File: src/rtl/ysyx_22050039_seq_ctrl.sv
// Multi-cycle fetch/decode/execute/writeback sequencer for the IFU/IDU/EXU datapath.
// Optional performance counters are enabled by defining YSYX_22050039_PERF_CNT_EN.
module ysyx_22050039_seq_ctrl #(
    parameter int XLEN          = 64,
    parameter int INST_LEN      = 32,
    parameter int FETCH_TIMEOUT = 255
) (
    input  logic                clk,
    input  logic                rst,
    output logic                imem_req_valid,
    input  logic                imem_req_ready,
    input  logic                imem_resp_valid,
    input  logic [INST_LEN-1:0] imem_rdata,
    output logic [INST_LEN-1:0] inst,
    output logic                idu_en,
    output logic                exu_start,
    input  logic                exu_done,
    input  logic                is_ebreak,
    output logic                wb_en,
    output logic                pc_en,
    output logic                halt,
    output logic                halt_err,
`ifdef YSYX_22050039_PERF_CNT_EN
    output logic [XLEN-1:0]     perf_cycle,
    output logic [XLEN-1:0]     perf_instret,
`endif
    output logic [2:0]          state
);

    localparam logic [2:0] S_IDLE   = 3'd0;
    localparam logic [2:0] S_REQ    = 3'd1;
    localparam logic [2:0] S_FETCH  = 3'd2;
    localparam logic [2:0] S_DECODE = 3'd3;
    localparam logic [2:0] S_EXEC   = 3'd4;
    localparam logic [2:0] S_WB     = 3'd5;
    localparam logic [2:0] S_HALT   = 3'd6;

    localparam int CNT_W = $clog2(FETCH_TIMEOUT + 1);
    localparam logic [CNT_W-1:0] FETCH_LAST = CNT_W'(FETCH_TIMEOUT - 1);

    logic [2:0]       next_state;
    logic [CNT_W-1:0] fetch_cnt;
    logic             exec_first;
    logic             fetch_hit;

    // An instruction arrives either alongside the request handshake or later in FETCH.
    assign fetch_hit = ((state == S_REQ) && imem_req_ready && imem_resp_valid) ||
                       ((state == S_FETCH) && imem_resp_valid);

    always_comb begin
        next_state = state;
        case (state)
            S_IDLE:   next_state = S_REQ;
            S_REQ: begin
                if (imem_req_ready) begin
                    next_state = imem_resp_valid ? S_DECODE : S_FETCH;
                end
            end
            S_FETCH: begin
                if (imem_resp_valid) begin
                    next_state = S_DECODE;
                end else if (fetch_cnt == FETCH_LAST) begin
                    next_state = S_HALT;
                end
            end
            S_DECODE: next_state = is_ebreak ? S_HALT : S_EXEC;
            S_EXEC: begin
                if (exu_done) begin
                    next_state = S_WB;
                end
            end
            S_WB:     next_state = S_REQ;
            S_HALT:   next_state = S_HALT;
            default:  next_state = S_IDLE;
        endcase
    end

    always_ff @(posedge clk or negedge rst) begin
        if (!rst) begin
            state      <= S_IDLE;
            fetch_cnt  <= '0;
            exec_first <= 1'b0;
            inst       <= '0;
            halt       <= 1'b0;
            halt_err   <= 1'b0;
        end else begin
            state      <= next_state;
            exec_first <= (state != S_EXEC) && (next_state == S_EXEC);
            if (state == S_REQ) begin
                fetch_cnt <= '0;
            end else if ((state == S_FETCH) && !imem_resp_valid) begin
                fetch_cnt <= fetch_cnt + 1'b1;
            end
            if (fetch_hit) begin
                inst <= imem_rdata;
            end
            // HALT is absorbing, so the cause is written exactly once on entry.
            if ((state != S_HALT) && (next_state == S_HALT)) begin
                halt     <= 1'b1;
                halt_err <= (state == S_FETCH);
            end
        end
    end

    assign imem_req_valid = (state == S_REQ);
    assign idu_en         = (state == S_DECODE);
    assign exu_start      = (state == S_EXEC) && exec_first;
    assign wb_en          = (state == S_WB);
    assign pc_en          = (state == S_WB);

`ifdef YSYX_22050039_PERF_CNT_EN
    always_ff @(posedge clk or negedge rst) begin
        if (!rst) begin
            perf_cycle   <= '0;
            perf_instret <= '0;
        end else begin
            if ((state != S_IDLE) && (state != S_HALT)) begin
                perf_cycle <= perf_cycle + 1'b1;
            end
            if (wb_en) begin
                perf_instret <= perf_instret + 1'b1;
            end
        end
    end
`endif

endmodule
File: config.mk
export PLATFORM = sky130hd
export DESIGN_NAME = ysyx_22050039_seq_ctrl
export DESIGN_NICKNAME = d
export VERILOG_FILES = /design/src/rtl/ysyx_22050039_seq_ctrl.sv
export SDC_FILE = /design/constraint.sdc
export NUM_CORES = 1
export LEC_CHECK = 0
export BUFFER_PORTS_ARGS = -buffer_cell sky130_fd_sc_hd__buf_2
export CELL_PAD_IN_SITES_DETAIL_PLACEMENT = 0
export CELL_PAD_IN_SITES_GLOBAL_PLACEMENT = 1
export CORE_ASPECT_RATIO = 0.9
export CORE_MARGIN = 4
export CORE_UTILIZATION = 37
export DETAILED_ROUTE_END_ITERATION = 16
export PLACE_DENSITY = 0.86
export SYNTH_ARGS = -nofsm -noshare
export SYNTH_HDL_FRONTEND = slang
export SYNTH_SLANG_ARGS = --single-unit
File: constraint.sdc
create_clock -name clk -period 2.1 [get_ports clk]
set_input_delay 0 -clock clk [delete_from_list [all_inputs] [get_ports clk]]
set_output_delay 0 -clock clk [all_outputs]
set_load 0.01 [all_outputs]
==> metrics.txt <==
# rows=25; status=complete, no violations; Via density=4.69; Antenna Nets Post-Route=0; ratio of cells with drive above 1 in the final layout=between 40 and 50%; clk sinks=46; period utilization=85.2%; Non-Filler Instances=about 350; crit-path max FO=32; Tightest Pin Transition=roughly 570 ps; Final Max Tran Viols=0; Syn Nets=between 200 and 250; Die Ht=slightly below 80 um; Largest stage delay, worst path=about 550 ps; Critical-path top delay cell=dfrtp_1; CTS root buf=clkbuf_8; core footprint=~5300 um^2; most used flip-flop cell after synthesis=dfrtp_1; number of distinct library cells after synthesis=43; Startpoint Class=register; # port buffers=just under 80; synthesized flop and latch total=between 40 and 50; final setup fails=0; # diodes=0; clock skew=~5.6 ps; Worst R2R Path Depth=4; hold violation count in the final report=0; die width=87.2 um; critical path class=register to register; max cap viols=0; Fmax achieved=about 560 MHz; Routed WL=4710 um; Initial DRC Count=between 60 and 70; die area=6920 um^2; relative slew slack=~62%; via count=about 1.6k; met3 routed WL=about 400 um; gr usage total=14.3%; average cell area after synthesis=approximately 13 um^2; CP Data Arrival Time=about 2000 ps; Setup TNS=0 ps; I/O pins=80; number of antenna violations at the first check in global routing=0; vias in the first global route=1727; DRT met1 WL=between 2000 and 2500 um; Area Overhead vs Synth=43.2%; Async SR Flop Fraction=100%; cell chain of the critical path=nand3b_1 -> a211oi_4 -> buf_12 -> mux2_2; clk buf depth=2; drt drc=0; cts repair resizes=0; Peak VDD IR=around 0.57 mV; PwrDens=approximately 1200 nW/um^2; Max Used Layer=met4; First-pass DRT Iterations=4; Setup crit end kind=register; Req. time, crit path=2280 ps; CTS tree=done; first-pass GRT wire length=slightly below 8000 um; Placed Cells incl. Taps=~300; Fillers=451; Tmin final=1790 ps; NumNets Final=between 300 and 400; Finished Core Util=around 56%; clock-pin slew of the registers on the worst-case setup and hold paths=around 80 ps; gpl congestion=slightly below 0.8; R2R Path Start=state[0]; Routed met2 length=about 2100 um; Cells after Synth=165; Hold WS=around 81 ps; average wire per standard cell=13.6 um; Worst Setup SP=state[0]; Initial Util=a little under 40%; RSZ-0062 raised after global routing=no; synthesis warning total=0; Pleak=approximately 1.4 nW; pin count of the biggest net entering global routing=47; Post-synth EDFFs=0; synthesized cell area=between 2000 and 2500 um^2; GRT Residual Overflow=0; register area share after synthesis=a little under three fifths; Reg2Reg Capture Point=inst[22]; H-tree depth=2; Final HPWL DP=3210 um; Num CTS Buffers=5; Clk Latency, worst-skew pair=300 ps; worst reg-to-reg setup slack=around 310 ps; critical path endpoint=inst[22]; worst hold path class=input port to register
[layout make-up]
class                   instances  area, um^2  area share [%]
clock inverters                 2        12.5           0.418
flip-flops and latches         46        1150            38.5
multi-input cells             100         847            28.3
repair buffers                118         786            26.3
clock buffers                   6        82.6            2.76
inverters                       8        30.0            1.00
well taps                      67        83.8            2.80
[cells in the final DEF, fill, tap and decap left out, types with 2 or more instances in the layout]
master          n
a21o_1          2
a21oi_1         4
a31oi_1         2
and3_1          2
buf_2          79
buf_4           4
clkbuf_8        6
dfrtp_1        46
dlygate4sd3_1  34
ha_1            2
inv_1           8
mux2_2         33
nand2_1         7
nand2b_1        4
nand3_1         3
nand3b_1        2
nand4b_1        2
nor2_1          4
nor2b_1         2
nor4bb_1        3
o21ai_0         3
o2bb2ai_1       2
or3b_2          2
or4_1           2
[worst max-delay path, delay by kind of cell (launching register included)]
| family | cells | cell delay (ps) |
|---|---|---|
| AO/OA/AOI/OAI | 1 | 310 |
| buffers and inverters | 1 | 230 |
| flip-flops | 1 | 550 |
| multiplexers | 1 | 360 |
| AND/OR/NAND/NOR | 1 | 210 |
[per-stage QoR]
stage / setup slack (ps) / instance area (um^2) / power [W]
final: 312 / 2990 / 0.00368
after global routing: 156 / 2990 / 0.00397
after CTS: 314 / 2990 / 0.00374
after detailed placement: 325 / 2560 / 0.00312
after global placement: 360 / 2560 / 0.00307
after floorplan: 318 / 2090 / 0.00250
[layer usage]
layer	vias up	global-route usage, %
met1	747	18.0
met3	6	4.05
met4	0	4.14
met5	-	0
li1	819	-
met2	57	23.7
[cell families after synthesis]
family,after synthesis,synth area share (%)
multiplexers,35,18.8
adder cells (fa/ha/maj),2,1.20
AND/OR/NAND/NOR,41,12.6
flip-flops,46,55.1
AO/OA/AOI/OAI,22,7.55
buffers and inverters,19,4.73
[worst min-delay path by stage]
stage / to / depth (start not counted) / startpoint
floorplan: exec_first / 0 / rst
global placement: exec_first / 2 / rst
detailed placement: state[2] / 2 / rst
CTS: state[0] / 3 / exu_done
global route: state[0] / 3 / imem_resp_valid
finish: state[0] / 3 / exu_done
[timing repair]
| action | 4_1_cts | 5_1_grt |
|---|---|---|
| hold buffers | 34 | 0 |
| hold endpoints to repair | 79 | 0 |
| buffers inserted | 0 | 0 |
[synthesized netlist by cell type, types with 2 or more instances]
| master | number | area, um^2 |
|---|---|---|
| a21oi_1 | 4 | 20.0 |
| clkbuf_1 | 4 | 15.0 |
| or4_1 | 2 | 15.0 |
| nand4b_1 | 2 | 17.5 |
| a21o_1 | 2 | 15.0 |
| or3b_2 | 2 | 17.5 |
| nor4bb_1 | 3 | 30.0 |
| nand3b_1 | 2 | 15.0 |
| o21ai_0 | 3 | 15.0 |
| o2bb2ai_1 | 2 | 17.5 |
| and3_1 | 2 | 12.5 |
| nand2b_1 | 4 | 25.0 |
| nor2b_1 | 2 | 12.5 |
| a31oi_1 | 2 | 12.5 |
| nand3_1 | 3 | 15.0 |
| dfrtp_1 | 46 | 1150 |
| nand2_1 | 7 | 26.3 |
| mux2_2 | 33 | 372 |
| buf_4 | 5 | 37.5 |
| ha_1 | 2 | 25.0 |
| nor2_1 | 4 | 15.0 |
| inv_1 | 8 | 30.0 |
[where the power goes]
| part | switching [W] | leakage, nW | internal (W) | total [W] |
|---|---|---|---|---|
| clock | 0.000295 | 0.0472 | 0.000265 | 0.000559 |
| combinational | 0.000790 | 0.814 | 0.000864 | 0.00165 |
| sequential | 0.000211 | 0.568 | 0.00126 | 0.00147 |
[flip-flops by register name, indices dropped and copies added, names as in the netlist]
signal / cells
inst: 32
fetch_cnt: 8
state: 3
exec_first: 1
halt: 1
halt_err: 1
Note: power is estimated with default switching activity, not from simulation.
